File: config.mk
export PLATFORM = sky130hd
export DESIGN_NAME = mai_win_addr_gen_flat
export DESIGN_NICKNAME = d
export VERILOG_FILES = /design/src/rtl/mai_win_addr_gen_if.sv /design/src/rtl/mai_win_addr_gen.sv /design/src/flat_wrapper.sv
export SDC_FILE = /design/constraint.sdc
export NUM_CORES = 1
export LEC_CHECK = 0
export ABC_CLOCK_PERIOD_IN_PS = 5340
export CAP_MARGIN = 20
export CORE_MARGIN = 2
export CORE_UTILIZATION = 50
export DETAILED_ROUTE_END_ITERATION = 10
export PLACE_DENSITY = 0.95
export SLEW_MARGIN = 0
export SYNTH_ARGS = -nofsm -noshare
export SYNTH_HDL_FRONTEND = slang
export SYNTH_SLANG_ARGS = --single-unit
File: constraint.sdc
create_clock -name vga_clk -period 5.34 [get_ports vga_clk]
set_input_delay 1.068 -clock vga_clk [delete_from_list [all_inputs] [get_ports vga_clk]]
set_output_delay 1.068 -clock vga_clk [all_outputs]
set_load 0.05 [all_outputs]
File: src/rtl/mai_win_addr_gen_if.sv
// Bundle of the win-sprite address generator's raster/animation inputs and
// ROM-side outputs. The master side drives the raster and animation controls;
// the generator attaches through the slave modport.
interface mai_win_addr_gen_if;
  logic       frame_tick;
  logic       start;
  logic [9:0] drawX;
  logic [9:0] drawY;
  logic [9:0] spr_x;
  logic [9:0] spr_y;
  logic       flip;
  logic [13:0] rom_address;
  logic       sprite_on;
  logic       anim_done;
  logic [1:0] frame_idx;

  modport master (
    output frame_tick, start, drawX, drawY, spr_x, spr_y, flip,
    input  rom_address, sprite_on, anim_done, frame_idx
  );

  modport slave (
    input  frame_tick, start, drawX, drawY, spr_x, spr_y, flip,
    output rom_address, sprite_on, anim_done, frame_idx
  );
endinterface

File: src/rtl/mai_win_addr_gen.sv
// Win-pose sprite ROM address generator. Steps through the animation frames
// on frame_tick, maps the raster position inside the sprite window to a ROM
// address (optionally mirrored), and delays the window flag so sprite_on
// lines up with the colour the downstream reader registers one cycle later.
module mai_win_addr_gen #(
  parameter int SPR_W           = 64,
  parameter int SPR_H           = 64,
  parameter int NUM_FRAMES      = 4,
  parameter int TICKS_PER_FRAME = 8,
  parameter int LOOP            = 0
) (
  input  logic              vga_clk,
  input  logic              reset,
  mai_win_addr_gen_if.slave bus
);

  localparam int XW = $clog2(SPR_W);
  localparam int TW = (TICKS_PER_FRAME > 1) ? $clog2(TICKS_PER_FRAME) : 1;
  localparam int AW = 14;

  localparam logic [1:0]        LAST_FRAME = 2'(NUM_FRAMES - 1);
  localparam logic [TW-1:0]     LAST_TICK  = TW'(TICKS_PER_FRAME - 1);
  localparam logic signed [10:0] SPR_W_S   = 11'(SPR_W);
  localparam logic signed [10:0] SPR_H_S   = 11'(SPR_H);

  typedef enum logic [1:0] {IDLE, PLAY, DONE} state_t;

  state_t        state_q, state_d;
  logic [1:0]    frame_q, frame_d;
  logic [TW-1:0] tick_q,  tick_d;

  logic signed [10:0] dx, dy;
  logic               in_box;
  logic [XW-1:0]      col;

  logic [AW-1:0] addr_p0;
  logic          vld_p0;
  logic          vld_p1;

  // frame base + row*SPR_W + column, truncated to the ROM address width
  function automatic logic [AW-1:0] calc_addr(input logic [1:0]    frame,
                                              input logic [9:0]    row,
                                              input logic [XW-1:0] column);
    logic [31:0] full;
    full = 32'(frame) * 32'(SPR_W * SPR_H) + (32'(row) << XW) + 32'(column);
    return full[AW-1:0];
  endfunction

  // Zero-extend before subtracting so a raster left of/above the sprite
  // goes negative instead of wrapping back into the window.
  assign dx = $signed({1'b0, bus.drawX}) - $signed({1'b0, bus.spr_x});
  assign dy = $signed({1'b0, bus.drawY}) - $signed({1'b0, bus.spr_y});

  assign in_box = !dx[10] && (dx < SPR_W_S) && !dy[10] && (dy < SPR_H_S);

  // SPR_W is a power of two, so SPR_W-1-dx is the bitwise complement of dx.
  assign col = dx[XW-1:0] ^ {XW{bus.flip}};

  // Animation state register
  always_ff @(posedge vga_clk) begin
    if (reset) begin
      state_q <= IDLE;
      frame_q <= '0;
      tick_q  <= '0;
    end else begin
      state_q <= state_d;
      frame_q <= frame_d;
      tick_q  <= tick_d;
    end
  end

  // Next animation state; start overrides everything including a same-cycle tick
  always_comb begin
    state_d = state_q;
    frame_d = frame_q;
    tick_d  = tick_q;
    unique case (state_q)
      IDLE: frame_d = '0;
      PLAY: begin
        if (bus.frame_tick) begin
          if (tick_q == LAST_TICK) begin
            tick_d = '0;
            if (frame_q == LAST_FRAME) begin
              if (LOOP != 0) frame_d = '0;
              else           state_d = DONE;
            end else begin
              frame_d = frame_q + 2'd1;
            end
          end else begin
            tick_d = tick_q + 1'b1;
          end
        end
      end
      DONE: frame_d = LAST_FRAME;
      default: state_d = IDLE;
    endcase
    if (bus.start) begin
      state_d = PLAY;
      frame_d = '0;
      tick_d  = '0;
    end
  end

  // p0: registered ROM address; p1: window flag aligned with the reader's colour
  always_ff @(posedge vga_clk) begin
    if (reset) begin
      addr_p0 <= '0;
      vld_p0  <= 1'b0;
      vld_p1  <= 1'b0;
    end else begin
      addr_p0 <= in_box ? calc_addr(frame_q, dy[9:0], col) : '0;
      vld_p0  <= in_box;
      vld_p1  <= vld_p0;
    end
  end

  assign bus.rom_address = addr_p0;
  assign bus.sprite_on   = vld_p1;
  assign bus.anim_done   = (state_q == DONE);
  assign bus.frame_idx   = frame_q;

endmodule

File: src/flat_wrapper.sv
// flat-port wrapper written by rule: the top's interface ports become plain ports
module mai_win_addr_gen_flat 
#(
  parameter int SPR_W           = 64,
  parameter int SPR_H           = 64,
  parameter int NUM_FRAMES      = 4,
  parameter int TICKS_PER_FRAME = 8,
  parameter int LOOP            = 0
)
  (vga_clk, reset, bus_frame_tick, bus_start, bus_drawX, bus_drawY, bus_spr_x, bus_spr_y, bus_flip, bus_rom_address, bus_sprite_on, bus_anim_done, bus_frame_idx);
  mai_win_addr_gen_if bus_i ();
  input  logic vga_clk;
  input  logic reset;
  input wire logic [$bits(bus_i.frame_tick)-1:0] bus_frame_tick;
  input wire logic [$bits(bus_i.start)-1:0] bus_start;
  input wire logic [$bits(bus_i.drawX)-1:0] bus_drawX;
  input wire logic [$bits(bus_i.drawY)-1:0] bus_drawY;
  input wire logic [$bits(bus_i.spr_x)-1:0] bus_spr_x;
  input wire logic [$bits(bus_i.spr_y)-1:0] bus_spr_y;
  input wire logic [$bits(bus_i.flip)-1:0] bus_flip;
  output wire logic [$bits(bus_i.rom_address)-1:0] bus_rom_address;
  output wire logic [$bits(bus_i.sprite_on)-1:0] bus_sprite_on;
  output wire logic [$bits(bus_i.anim_done)-1:0] bus_anim_done;
  output wire logic [$bits(bus_i.frame_idx)-1:0] bus_frame_idx;
  assign bus_i.frame_tick = bus_frame_tick;
  assign bus_i.start = bus_start;
  assign bus_i.drawX = bus_drawX;
  assign bus_i.drawY = bus_drawY;
  assign bus_i.spr_x = bus_spr_x;
  assign bus_i.spr_y = bus_spr_y;
  assign bus_i.flip = bus_flip;
  assign bus_rom_address = bus_i.rom_address;
  assign bus_sprite_on = bus_i.sprite_on;
  assign bus_anim_done = bus_i.anim_done;
  assign bus_frame_idx = bus_i.frame_idx;
  mai_win_addr_gen #(.SPR_W(SPR_W), .SPR_H(SPR_H), .NUM_FRAMES(NUM_FRAMES), .TICKS_PER_FRAME(TICKS_PER_FRAME), .LOOP(LOOP)) u_core (.vga_clk(vga_clk), .reset(reset), .bus(bus_i));
endmodule
# After elaboration in Yosys (flattened, before gate mapping)
# Cells that the tools add are included.
op_classes:
  add_sub_neg: 6
  bitwise_logic: 3
  eq_ne: 12
  muxes: 10
  magnitude_cmp: 2
  reduce_logical: 14
ops:
  columns: ["operator", "count"]
  rows:
  - ["< comparator 11 x 8 -> 1 bit (second input constant)", 2]
  - ["subtractor 10 x 10 -> 11 bit", 2]
  - ["adder 14 bit", 1]
  - ["adder 14 x 6 -> 14 bit", 1]
  - ["two-way mux 2 bit", 6]
  - ["AND reduction 4 bit", 3]
  - ["inequality test 2 x 1 -> 1 bit (second input constant)", 3]
  - ["inequality test 3 x 2 -> 1 bit (second input constant)", 2]
  - ["one-hot mux 2 bit (3 select lines)", 1]
  - ["OR reduction 2 bit", 3]
  - ["XOR 6 bit", 1]
  - ["== test 2 bit (second input constant)", 2]
  - ["inequality test 2 bit (second input constant)", 2]
  - ["one-hot mux 2 bit (2 select lines)", 1]
  - ["adder 3 x 1 -> 3 bit (second input constant)", 1]
  - ["== test 3 bit (second input constant)", 1]
  - ["logical AND 1 bit", 3]
  - ["two-way mux 3 bit", 1]
  - ["inequality test 3 bit (second input constant)", 1]
  - ["nonzero test 3 bit", 1]
  - ["adder 2 x 1 -> 2 bit (second input constant)", 1]
  - ["== test 2 x 1 -> 1 bit (second input constant)", 1]
  - ["logical NOT 1 bit", 2]
  - ["logical NOT 2 bit", 1]
  - ["other kinds (3)", 4]
word_totals:
  ff_bits: 23
  out_inout_bits: 18
  inputBits: 45

# Longest topological paths before layout
# Gate-level depths: netlist (run 1).
logic_depth:
  word_depth: 7
  mapped_depth: 12
  mapped_depth_nobuf: 10

# Worst setup path before layout (run 1)
# OpenSTA, ideal clock, no wires.
synth_path:
  path_type: "in2reg"
  from: "input bus_drawX[0]"
  to: "register u_core.addr_p0[13], in the netlist u_core.bus.rom_address[13]"
  arrival_time_ns: 3.361
  path_buffers: 2
  path_slack_ns: 1.904
  cell_stages: 11
  cell_sequence: "inv_1 > ha_1 > fa_1 > nor2b_2 > o2111ai_1 > a21o_1 > a221o_1 > or4_1 > buf_2 > buf_6 > nor3_2"
synth_via:
  elab_chain_len: 7
  word_cells_on_any_way: 10
synth_lines:
  columns: ["item", "line", "source"]
  rows:
  - ["from (decl)", "flat_wrapper.sv:16", "input wire logic [$bits(bus_i.drawX)-1:0] bus_drawX;"]
  - ["subtractor 10 x 10 -> 11 bit (*)", "mai_win_addr_gen.sv:51", "assign dx = $signed({1'b0, bus.drawX}) - $signed({1'b0, bus.spr_x});"]
  - ["< comparator 11 x 8 -> 1 bit / logical NOT 1 bit (equally long branches)", "mai_win_addr_gen.sv:54", "assign in_box = !dx[10] && (dx < SPR_W_S) && !dy[10] && (dy < SPR_H_S);"]
  - ["logical AND 1 bit (3 in series)", "mai_win_addr_gen.sv:54", null]
  - ["inverter 1 bit (no line)", null, null]
  - ["OR reduction 2 bit (no line)", null, null]
  - ["to (signal assigned)", "mai_win_addr_gen.sv:111", "addr_p0 <= in_box ? calc_addr(frame_q, dy[9:0], col) : '0;"]
  - ["to (decl)", "mai_win_addr_gen.sv:36", "logic [AW-1:0] addr_p0;"]
# Mark *: on every way between the ends. The rest lies on a longest branch, timed or not.
# A chain may end at the register's enable or synchronous reset.

# Final worst setup path (run 1)
layout_path:
  from: "input bus_drawX[0]"
  to: "register u_core.addr_p0[0], in the netlist u_core.bus.rom_address[0]"
# The elaborated chain is that of the path after synthesis.

==> insert_results.sql, run 1 <==
INSERT INTO impl_metrics (metric_group, metric, value, unit) VALUES
('outcome', 'status', 'completed', ''),
('synth', 'synth_edf_count', '0', ''),
('synth', 'netlist.top_cell.by_area', 'sky130_fd_sc_hd__dfxtp_1', ''),
('floorplanning', 'placement_rows', '22', ''),
('global_route', 'grt_usage', '0.203', ''),
('timing', 'finalHoldWorstSlack', '0.450', 'ns'),
('clock_tree', 'clock_path_buffers', '2', ''),
('clock_tree', 'tritoncts', 'yes', ''),
('timing', 'setup_viol', '0', ''),
('synth', 'cell_count_after_synthesis', '232', ''),
('global_route', 'grt_pass1_wl', '7070', 'um'),
('timing', 'worst_clock_skew', '0.000919', 'ns'),
('worst_setup_path', 'cp_max_fo', '15', ''),
('floorplanning', 'die_area', '0.00436', 'mm2'),
('min_path', 'worst_hold_path_type', 'reg -> reg', ''),
('clock_tree', 'post_cts.resized_instances', '0', ''),
('timing', 'achievable-frequency', '254', 'MHz'),
('drt', 'drt-wirelength-per-cell', '12.4', 'um'),
('floorplanning', 'die_w', '66.1', 'um'),
('synth', 'synth.distinct_cells', '45', ''),
('timing', 'finalCritPeriodShare', '0.736', ''),
('global_route', 'grt_pass1_vias', '1744', ''),
('timing', 'timing_max_transition_violations_final', '0', ''),
('global_route', 'antenna_found_initial', '0', ''),
('placement', 'weighted_congestion_at_the_end_of_routability_driven_global_placement', '0.863', ''),
('min_path', 'hp-start', 'u_core.vld_p0$_SDFF_PP0_', ''),
('clock_tree', 'postCtsSetupRepairBufs', '0', ''),
('floorplanning', 'initial_util', '0.522', ''),
('timing', 'max-slew-margin-rel', '0.568', ''),
('clock_tree', 'h_tree_levels', '1', ''),
('synth', 'top_cell_type_s_share_of_synthesized_area', '0.239', ''),
('clock_tree', 'cts_buffer_count', '3', ''),
('synth', 'area_fraction_in_compound_gates_after_synthesis', '0.191', ''),
('floorplanning', 'floorplan.io_pins', '63', ''),
('power_and_ir_drop', 'post-layout-total-power', '448', 'uW'),
('synth', 'syn_nets', '307', ''),
('synth', 'synth-seq-cells', '23', ''),
('worst_setup_path', 'worst_setup_path_end_kind', 'flip-flop', ''),
('min_path', 'min_to', 'u_core.bus.sprite_on$_SDFF_PP0_', ''),
('floorplanning', 'fp.coreArea', '0.00369', 'mm2'),
('drt', 'drt_iter0_drc', '58', ''),
('synth', 'fraction_of_synthesis_flops_using_an_asynchronous_set_or_reset_pin', '0', ''),
('drt', 'remaining_drc_errors', '0', ''),
('min_path', 'min_delay_path_depth', '1', ''),
('worst_setup_path', 'ff2ff_path_depth', '5', ''),
('synth', 'synth-seq-area-share', '0.239', ''),
('final_layout', 'fill_cells', '326', ''),
('final_layout', 'mostFrequentLayoutCells', '62 x sky130_fd_sc_hd__clkdlybuf4s50_1, 28 x sky130_fd_sc_hd__inv_1, 28 x sky130_fd_sc_hd__ha_1', ''),
('clock_tree', 'root_buffer_master', 'sky130_fd_sc_hd__clkbuf_8', ''),
('synth', 'synth_mux_area_frac', '0.00520', ''),
('placement', 'io_buffers', '62', ''),
('global_route', 'grt_overflow', '0', ''),
('worst_setup_path', 'r2r_setup_slack', '3.84', 'ns'),
('clock_tree', 'clkLatencyLatePin', '0.26', 'ns'),
('synth', 'synth.top_cells.by_area', 'sky130_fd_sc_hd__dfxtp_1 24%, sky130_fd_sc_hd__ha_1 18%, sky130_fd_sc_hd__xnor2_1 6.4%', ''),
('drt', 'route.final.wire_length', '4240', 'um'),
('drt', 'vias', '1856', ''),
('final_layout', 'syn_to_final_growth', '36.6', '%'),
('drt', 'drtAntennaViolNets', '0', ''),
('synth', 'yosys.area_share.simple', '0.216', ''),
('worst_setup_path', 'worstSetupPathType', 'in -> reg', ''),
('power_and_ir_drop', 'peakVddDrop', '0.0979', 'mV'),
('timing', 'finalWorstPathRequiredPeriod', '3.93', 'ns'),
('worst_setup_path', 'rr_startpoint', 'u_core.state_q[1]$_SDFFE_PP0P_', ''),
('timing', 'final.setup.tns', '0', 'ns'),
('synth', 'netlist_area', '0.00193', 'mm2'),
('floorplanning', 'die_height', '66.1', 'um'),
('timing', 'final_hold_viol_count', '0', ''),
('clock_tree', 'clock-sinks', '23', ''),
('final_layout', 'final_core_util', '0.713', ''),
('final_layout', 'layout.cells.most_common', 'sky130_fd_sc_hd__clkdlybuf4s50_1', '');
[through the flow]
step	instance area (um2)	instances	worst slack, ns
4_1_cts	2630	342	1.41
3_5_place_dp	2590	338	1.14
3_3_place_gp	2590	338	1.22
6_report	2630	342	1.41
2_1_floorplan	1930	232	1.90
5_1_grt	2630	342	1.21
[critical path, cell delays in order]
cell and delay [ns]:
sky130_fd_sc_hd__clkdlybuf4s50_1 0.45, sky130_fd_sc_hd__inv_1 0.04, sky130_fd_sc_hd__ha_1 0.20, sky130_fd_sc_hd__fa_1 0.42, sky130_fd_sc_hd__nor2b_2 0.14, sky130_fd_sc_hd__o2111ai_1 0.17
sky130_fd_sc_hd__a21o_1 0.22, sky130_fd_sc_hd__a221o_1 0.28, sky130_fd_sc_hd__or4_1 0.85, sky130_fd_sc_hd__nor3_1 0.28
[power breakdown]
part / total (uW) / switching, uW / internal [uW]
sequential: 173 / 1.02 / 172
combinational: 172 / 83.2 / 88.4
clock: 103 / 50.1 / 53.2
total: 448 / 134 / 314
[metal layers]
layer | routed length [um] | vias to the layer above | GRT usage
met2 | 2160 | 67 | 0.379
met5 | 0 | - | 0
met4 | 123 | 0 | 0.0893
met3 | 183 | 15 | 0.0119
li1 | - | 937 | -
met1 | 1780 | 837 | 0.236
[Yosys cell counts (3+ instances only)]
master and instances:
sky130_fd_sc_hd__a211oi_1 5, sky130_fd_sc_hd__a21o_1 5, sky130_fd_sc_hd__a21oi_1 17, sky130_fd_sc_hd__clkbuf_1 3, sky130_fd_sc_hd__dfxtp_1 23, sky130_fd_sc_hd__ha_1 28
sky130_fd_sc_hd__inv_1 28, sky130_fd_sc_hd__nand2_1 12, sky130_fd_sc_hd__nand2b_1 8, sky130_fd_sc_hd__nand3_1 6, sky130_fd_sc_hd__nor2_1 16, sky130_fd_sc_hd__nor2b_1 4
sky130_fd_sc_hd__nor3_1 6, sky130_fd_sc_hd__nor3_2 9, sky130_fd_sc_hd__o211ai_1 4, sky130_fd_sc_hd__o21ai_0 6, sky130_fd_sc_hd__o21bai_1 3, sky130_fd_sc_hd__xnor2_1 14
sky130_fd_sc_hd__xor2_1 3
[worst max-delay path by stage]
stage | end | slack, ns | depth (start not counted)
5_1_grt | u_core.bus.rom_address[0]$_SDFF_PP0_ | 1.21 | 10
6_report | u_core.bus.rom_address[0]$_SDFF_PP0_ | 1.41 | 10
3_5_place_dp | u_core.bus.rom_address[0]$_SDFF_PP0_ | 1.14 | 10
3_3_place_gp | u_core.bus.rom_address[0]$_SDFF_PP0_ | 1.22 | 10
2_1_floorplan | u_core.bus.rom_address[13]$_SDFF_PP0_ | 1.90 | 11
4_1_cts | u_core.bus.rom_address[0]$_SDFF_PP0_ | 1.41 | 10
[layout make-up]
| type | count | area, um2 | share of cell area |
|---|---|---|---|
| Multi-Input combinational cell | 176 | 1330 | 0.506 |
| Timing Repair Buffer | 63 | 628 | 0.239 |
| Sequential cell | 23 | 460 | 0.175 |
| Inverter | 28 | 105 | 0.0399 |
| Tap cell | 48 | 60.1 | 0.0228 |
| Clock buffer | 4 | 45.0 | 0.0171 |
[sequential cells by signal (all words and copies together) (netlist names)]
| signal | cells |
|---|---|
| u_core.state_q | 2 |
| u_core.bus.frame_idx | 2 |
| u_core.tick_q | 3 |
| u_core.bus.rom_address | 14 |
| u_core.vld_p0 | 1 |
| u_core.bus.sprite_on | 1 |
[cells by family after synthesis]
kind of cell / after synthesis
AOI/OAI and AO/OA: 55
and+or+nand+nor: 73
DFF: 23
xor gates and xnor gates: 17
adders and majority gates: 30
muxes: 1
buffers and inverters: 33
Power figures use the tool's default switching activity.
==> run 2: changes to the inputs <==
ABC_CLOCK_PERIOD_IN_PS = 3300   (was 5340)
CORE_UTILIZATION = 42   (was 50)
PLACE_DENSITY = 0.87   (was 0.95)
clock period = 3.3 ns   (was 5.34 ns; I/O delays follow)
==> insert_results.sql, run 2 (same netlist as run 1, synthesis figures left out) <==
INSERT INTO impl_metrics (metric_group, metric, value, unit) VALUES
('global_route', 'grt_usage', '0.173', ''),
('worst_setup_path', 'worstPathCellList', 'clkdlybuf4s50_1 > inv_1 > ha_1 > fa_2 > nor2b_2 > o2111ai_1 > a21o_1 > a221o_1 > or4_4 > buf_12 > nor3_1', ''),
('clock_tree', 'tritoncts', 'yes', ''),
('worst_setup_path', 'timing.critical_path.buf_inv', '3', ''),
('timing', 'tightestPinTransition', '0.535', 'ns'),
('final_layout', 'design.final.nets', '384', ''),
('timing', 'final.setup.tns', '0', 'ns'),
('clock_tree', 'root_buffer_master', 'sky130_fd_sc_hd__clkbuf_8', ''),
('global_route', 'met2_usage', '0.314', ''),
('clock_tree', 'postCtsSetupRepairBufs', '0', ''),
('floorplanning', 'fp.coreArea', '0.00438', 'mm2'),
('placement', 'io_buffers', '62', ''),
('timing', 'worst_clock_skew', '0.00173', 'ns'),
('placement', 'hpwlAfterDp', '3680', 'um'),
('final_layout', 'antenna_cells_inserted', '0', ''),
('min_path', 'worst_hold_path_type', 'reg -> reg', ''),
('run', 'max_cap_violations', '0', ''),
('worst_setup_path', 'worst_setup_path_end_kind', 'flip-flop', ''),
('drt', 'drtAntennaViolNets', '0', ''),
('worst_setup_path', 'cp_max_fo', '15', ''),
('floorplanning', 'die_height', '71.7', 'um'),
('power_and_ir_drop', 'power_density', '269', 'mW/mm2'),
('timing', 'max-slew-margin-rel', '0.642', ''),
('placement', 'weighted_congestion_at_the_end_of_routability_driven_global_placement', '0.903', ''),
('drt', 'drt-wirelength-per-cell', '12.0', 'um'),
('global_route', 'grt_util_met3', '0.0225', ''),
('timing', 'finalWorstPathRequiredPeriod', '3.19', 'ns'),
('power_and_ir_drop', 'peakVddDrop', '0.144', 'mV'),
('global_route', 'antenna_found_initial', '0', ''),
('drt', 'route.final.wire_length', '4300', 'um'),
('worst_setup_path', 'worst_ep_arrival_time', '3.38', 'ns'),
('floorplanning', 'floorplan.io_pins', '63', ''),
('worst_setup_path', 'critical-path-max-stage-delay', '0.55', 'ns'),
('drt', 'drt_iter0_drc', '45', ''),
('global_route', 'grt_max_degree', '16', ''),
('timing', 'timing_max_transition_violations_final', '0', ''),
('drt', 'post_drt_via_cell_ratio', '5.20', ''),
('placement', 'post_dp_cell_area', '0.00271', 'mm2'),
('clock_tree', 'clk_pin_slew_worst_paths', '0.08', 'ns'),
('drt', 'remaining_drc_errors', '0', ''),
('worst_setup_path', 'worstSetupPathType', 'in -> reg', ''),
('final_layout', 'layout.cells.most_common', 'sky130_fd_sc_hd__clkdlybuf4s50_1', ''),
('final_layout', 'mostFrequentLayoutCells', '62 x sky130_fd_sc_hd__clkdlybuf4s50_1, 28 x sky130_fd_sc_hd__inv_1, 28 x sky130_fd_sc_hd__ha_1', ''),
('timing', 'final_hold_viol_count', '0', ''),
('clock_tree', 'h_tree_levels', '1', ''),
('drt', 'vias', '1871', ''),
('placement', 'place_inst', '356', ''),
('worst_setup_path', 'crit_slowest_cell', 'sky130_fd_sc_hd__or4_4', ''),
('global_route', 'grt_pass1_vias', '1796', ''),
('timing', 'finalCritPeriodShare', '0.967', ''),
('placement', 'pre_cts_ws', '-0.227', 'ns'),
('final_layout', 'syn_to_final_growth', '44.9', '%'),
('outcome', 'status', 'completed', ''),
('worst_setup_path', 'cp_top_family', 'simple AND/OR/NAND/NOR gates', ''),
('floorplanning', 'placement_rows', '24', ''),
('clock_tree', 'ctsHoldBuffers', '0', ''),
('clock_tree', 'clock-sinks', '23', ''),
('worst_setup_path', 'crit_required', '3.48', 'ns'),
('global_route', 'global_route.peak_usage_layer', 'met2', ''),
('drt', 'detail_route.first_pass.iterations', '4', ''),
('final_layout', 'finish.instance_area', '0.00279', 'mm2'),
('final_layout', 'final_layout_size_suffix_gt1_frac', '0.114', ''),
('worst_setup_path', 'startpoint_type', 'input port', ''),
('floorplanning', 'die_w', '71.7', 'um'),
('clock_tree', 'clkLatencyLatePin', '0.26', 'ns'),
('clock_tree', 'clock_path_buffers', '2', ''),
('power_and_ir_drop', 'power_leakage', '0.00121', 'uW'),
('clock_tree', 'cts_buffer_count', '3', ''),
('timing', 'achievable-frequency', '313', 'MHz'),
('power_and_ir_drop', 'post-layout-total-power', '751', 'uW'),
('floorplanning', 'initial_util', '0.439', ''),
('global_route', 'grt_pass1_wl', '7280', 'um'),
('final_layout', 'fin_cells', '360', ''),
('global_route', 'met1_usage', '0.204', ''),
('final_layout', 'largest_register_ff_count', '14', ''),
('timing', 'fin_ws', '0.109', 'ns'),
('floorplanning', 'die_area', '0.00514', 'mm2'),
('timing', 'setup_viol', '0', ''),
('global_route', 'grt_overflow', '0', '');
run 2: final timing paths:
check	from	endpoint	slack [ns]	depth (start not counted)
min reg2reg	u_core.vld_p0$_SDFF_PP0_	u_core.bus.sprite_on$_SDFF_PP0_	0.46	1
min	u_core.vld_p0$_SDFF_PP0_	u_core.bus.sprite_on$_SDFF_PP0_	0.46	1
max	bus_drawX[0]	u_core.bus.rom_address[9]$_SDFF_PP0_	0.11	11
max reg2reg	u_core.state_q[0]$_SDFFE_PP0P_	u_core.state_q[0]$_SDFFE_PP0P_	1.82	5
run 2: through the flow:
stage / hold slack, ns / utilization
floorplan: 0.414 / -
global placement: 0.427 / 0.618
detailed placement: 0.448 / 0.618
CTS: 0.459 / 0.628
global route: 0.485 / 0.636
finish: 0.456 / 0.636
run 2: final cells by class:
| type | instances | area, um2 |
|---|---|---|
| fillers | 385 | 1590 |
| multi-input cells | 176 | 1360 |
| repair buffers | 77 | 758 |
| flip-flops and latches | 23 | 460 |
| inverters | 28 | 105 |
| well taps | 52 | 65.1 |
| clock buffers | 3 | 41.3 |
| clock inverters | 1 | 5.00 |
run 2: timing repair:
action / CTS / global route
hold endpoints to repair: 0 / 0
endpoints found under the setup margin: 0 / 14
resized for setup: 0 / 8
run 2: report_power, final:
part | internal, uW | switching, uW
combinational | 161 | 141
sequential | 279 | 1.64
clock | 84.2 | 84.3
total | 524 | 227
run 2: worst register-to-register path, cell delays in order (launching register included):
cell	delay (ns)
sky130_fd_sc_hd__dfxtp_1	0.39
sky130_fd_sc_hd__inv_1	0.08
sky130_fd_sc_hd__ha_1	0.26
sky130_fd_sc_hd__or3_1	0.39
sky130_fd_sc_hd__a31oi_1	0.19
sky130_fd_sc_hd__nor2_1	0.05
run 2: layer usage:
metal  vias to the layer above  share of wire
met4                         0          0.020
met1                       849           0.42
met2                        45           0.52
met3                        10          0.040
li1                        967              -
met5                         -              0
==> RTL edit 1 (flow settings as in run 1) <==
`SPR_W` is set to 64 in 2 places; all go to 128.
--- a/src/rtl/mai_win_addr_gen.sv
+++ b/src/rtl/mai_win_addr_gen.sv
@@ -4,5 +4,5 @@
 // lines up with the colour the downstream reader registers one cycle later.
 module mai_win_addr_gen #(
-  parameter int SPR_W           = 64,
+  parameter int SPR_W           = 128,
   parameter int SPR_H           = 64,
   parameter int NUM_FRAMES      = 4,
--- a/src/flat_wrapper.sv
+++ b/src/flat_wrapper.sv
@@ -2,5 +2,5 @@
 module mai_win_addr_gen_flat 
 #(
-  parameter int SPR_W           = 64,
+  parameter int SPR_W           = 128,
   parameter int SPR_H           = 64,
   parameter int NUM_FRAMES      = 4,
Check against the original RTL: not equivalent (Yosys sat finds a counterexample within 4 cycles, from zero or initial values and one cycle with reset high).
==> RTL edit 1 against run 1 <==
- setup slack better by 0.25 ns
- utilization down 0.23 points
- wire length down 8.5%
- sequential share of layout area up 0.32 points
- combinational power up 5%
- synthesized area down 2.9%
- sequential cell count unchanged
- power up 2.8%
- critical path type unchanged
- design area down 1.8%
==> RTL edit 1: results (changes against run 1) <==
sta:
  worstMarginPinSlew_ns: 0.528  # -0.120 ns
  fin_skew_ns: 0.00320  # +0.00228 ns
power_and_ir_drop:
  ir_drop_v: 0.0000903  # -7.8%
  p_leak_nw: 1.06  # -4.3%
  power_frac_comb_pct: 39.3  # +1.0 points
  p_switching_uw: 147  # +9.7%
  internal-power_uw: 314  # -0.12%
  seqPwrFrac_pct: 37.6  # -1.1 points
placed_design:
  routabilityCongestion: 0.804  # -6.9%
worst_setup_path:
  worstPathArrival_ns: 3.86  # -0.25 ns
  crit_start: "bus_spr_y[0]"
  r2r_start: "u_core.state_q[0]$_SDFFE_PP0P_"
  rrSetupSlack_ns: 3.82  # -0.02 ns
cells_and_area:
  nets: 351  # -5.1%
drt:
  drtPass1Iterations: 4  # -1
  vias: 1715  # -7.6%
  finalWirelength_um: 3880  # -8.5%
logic_synthesis:
  netlist_top_cells_area: "dfxtp_1 25%, ha_1 18%, xnor2_1 6.1%"
  synth.distinct_cells: 43  # -4.4%
  synth_nets: 287  # -6.5%
  ys_seq_area_share_pct: 24.6  # +0.70 points
cts:
  path_clk_slew_ns: 0.08
outcome:
  outcome: "complete, no violations"
global_routing:
  track_usage_pct: 19.6  # -0.71 points
  grt_pass1_vias: 1736  # -0.46%
[RTL edit 1: cells by family after synthesis]
group,synth area share [%]
AOI/OAI and AO/OA,16.9
xor gates and xnor gates,8.90
adders and majority gates,20.2
buffers and inverters,6.49
DFF,24.6
muxes,1.20
and+or+nand+nor,21.7
[RTL edit 1: layer usage]
layer	global-route usage [%]	part of all wire, %	vias to the layer above
met5	0	0	-
met4	8.33	0.98	0
met3	3.42	5.2	6
met2	36.2	51	56
met1	21.9	43	786
li1	-	-	867
[RTL edit 1: final cells by class]
class / count / area, um2
Clock inverter: 1 / 7.51
Tap cell: 48 / 60.1
Sequential cell: 23 / 460
Timing Repair Buffer: 63 / 628
Fill cell: 286 / 1050
Multi-Input combinational cell: 160 / 1290
Clock buffer: 3 / 41.3
Inverter: 26 / 97.6
[RTL edit 1: stage by stage]
stage / instances / worst slack, ns / hold slack (ns) / util, % / instance area (um2)
after floorplan: 213 / 2.15 / 0.414 / - / 1870
after CTS: 324 / 1.66 / 0.443 / 71.1 / 2580
after global routing: 324 / 1.49 / 0.480 / 71.1 / 2580
after detailed placement: 320 / 1.39 / 0.424 / 69.8 / 2530
after global placement: 320 / 1.49 / 0.418 / 69.8 / 2530
final: 324 / 1.66 / 0.441 / 71.1 / 2580
[RTL edit 1: worst max-delay path, cell delays in order]
cell and delay (ns):
clkdlybuf4s50_1 0.46, ha_1 0.17, inv_1 0.06, fa_1 0.40, a21oi_1 0.24, o21ai_2 0.10
a21oi_4 0.20, xnor2_1 0.13, a2111oi_4 0.41, nand4_4 0.33, nor4b_2 0.31
==> RTL edit 2 (config.mk and constraints of run 1) <==
Without the edit above. Reset style: asynchronous (`reset`), changed in 2 clocked blocks.
--- a/src/rtl/mai_win_addr_gen.sv
+++ b/src/rtl/mai_win_addr_gen.sv
@@ -58,5 +58,5 @@
 
   // Animation state register
-  always_ff @(posedge vga_clk) begin
+  always_ff @(posedge vga_clk or posedge reset) begin
     if (reset) begin
       state_q <= IDLE;
@@ -103,5 +103,5 @@
 
   // p0: registered ROM address; p1: window flag aligned with the reader's colour
-  always_ff @(posedge vga_clk) begin
+  always_ff @(posedge vga_clk or posedge reset) begin
     if (reset) begin
       addr_p0 <= '0;
Behaviour: differs if reset is asserted again (counterexample within 4 cycles, from zero or initial values and one cycle with reset high); with reset held inactive, the same outputs for 10 cycles.
==> RTL edit 2 against run 1 <==
- power is 13% higher
- combinational power is 27% higher
- register-to-register slack worse by 0.18 ns
- first-iteration DRC count is 120% higher
- sequential cell count stayed put
- maximum frequency is 3.4% higher
- design area is 4.4% higher
- global-route usage is 0.12 points higher
- setup slack better by 0.13 ns
- wire length is 2.4% higher
- synthesized area is 5.4% higher
- sequential power is 5% higher
==> RTL edit 2: results (changes against run 1) <==
outcome:
  outcome: "complete, no violations"
worst_setup_path:
  cp_slowest_cell: "clkdlybuf4s50_1"
  worstPathArrival_ns: 3.97  # -0.14 ns
  rrSetupSlack_ns: 3.66  # -0.18 ns
  max_stage_delay_ns: 0.46  # -0.39 ns
power_and_ir_drop:
  p_leak_nw: 1.27  # +14%
  p_comb_uw: 218  # +27%
  p_switching_uw: 177  # +32%
  power_frac_comb_pct: 42.9  # +4.6 points
  ir_drop_v: 0.0000955  # -2.5%
placed_design:
  dp_hpwl_um: 3530  # -2.5%
  routabilityCongestion: 0.869  # +0.72%
  place_area_mm2: 0.00270  # +4.5%
sta:
  fin_skew_ns: 0.00152  # +0.000599 ns
  slew_headroom_pct: 39.0  # -18 points
drt:
  met2_length_um: 2270  # +5.5%
  met1Wirelength_um: 1780  # about the same
  drtPass1Iterations: 4  # -1
  finalWirelength_um: 4340  # +2.4%
  viasPerCell: 5.50  # +1.4%
  drt_iter0_drc: 127  # +120%
global_routing:
  grt_start_max_net_pins: 24  # +8
  track_usage_pct: 20.4  # +0.12 points
  grt_first_pass_wirelength_um: 7270  # +2.7%
cells_and_area:
  nets: 360  # -2.7%
  drive_gt1_share_pct: 6.32  # +0.87 points
  fillers: 294  # -9.8%
logic_synthesis:
  synth_fa_ha_area_share_pct: 18.6  # -1.7 points
  synthMuxAreaShare_pct: 1.05  # +0.53 points
  synth_nets: 297  # -3.3%
  synth-xor-area-share_pct: 7.77  # +0.036 points
  synth_compound_area_share_pct: 18.9  # -0.24 points
  ys_seq_area_share_pct: 28.4  # +4.4 points
  ys_async_sr_fraction_pct: 100  # +100 points
  netlist_top_cells_area: "dfrtp_1 28%, ha_1 17%, nor4_2 6.2%"
cts:
  post-cts-setup-buffers: 0  # unchanged
-- RTL edit 2: cell count changes in the layout (fill, tap and decap cells not counted), sizes merged, moves of 4 or more --
cell / run 1 / this run
nor2b: 5 / 1
nor3: 15 / 6
nor4: 0 / 15
a211oi: 5 / 1
dfrtp: 0 / 23
dfxtp: 23 / 0
nor2: 16 / 11
nand2b: 8 / 2
-- RTL edit 2: routing by layer --
layer	vias to the layer above	GRT usage, %
met5	-	0
met4	0	4.85
met3	6	2.00
met2	56	39.0
met1	864	24.2
li1	917	-
-- RTL edit 2: worst paths after layout --
path                            depth (start not counted)                              endpoint                         start
worst min register to register                          0        u_core.bus.sprite_on$_DFF_PP0_       u_core.vld_p0$_DFF_PP0_
worst min-delay path                                    0        u_core.bus.sprite_on$_DFF_PP0_       u_core.vld_p0$_DFF_PP0_
min in group asynchronous                               2   u_core.bus.rom_address[1]$_DFF_PP0_                         reset
max in group asynchronous                               2   u_core.bus.rom_address[6]$_DFF_PP0_                         reset
worst max-delay path                                   10  u_core.bus.rom_address[11]$_DFF_PP0_                  bus_spr_y[0]
worst max register to register                          7   u_core.bus.frame_idx[0]$_DFFE_PP0P_  u_core.tick_q[0]$_DFFE_PP0P_
-- RTL edit 2: per-stage QoR --
stage,util [%],hold slack (ns),std cells,setup slack [ns]
floorplan,-,0.331,223,2.19
global placement,68.5,0.334,331,1.44
detailed placement,68.5,0.339,331,1.29
CTS,69.7,0.354,335,1.55
global route,69.7,0.362,335,1.35
finish,69.7,0.352,335,1.54
-- RTL edit 2: cell type report --
| cell class | count | area share [%] |
|---|---|---|
| clock buffer | 4 | 1.64 |
| inverter | 31 | 4.24 |
| multi-input combinational | 164 | 48.0 |
| sequential | 23 | 21.0 |
| tap | 50 | 2.28 |
| timing repair buffer | 63 | 22.9 |
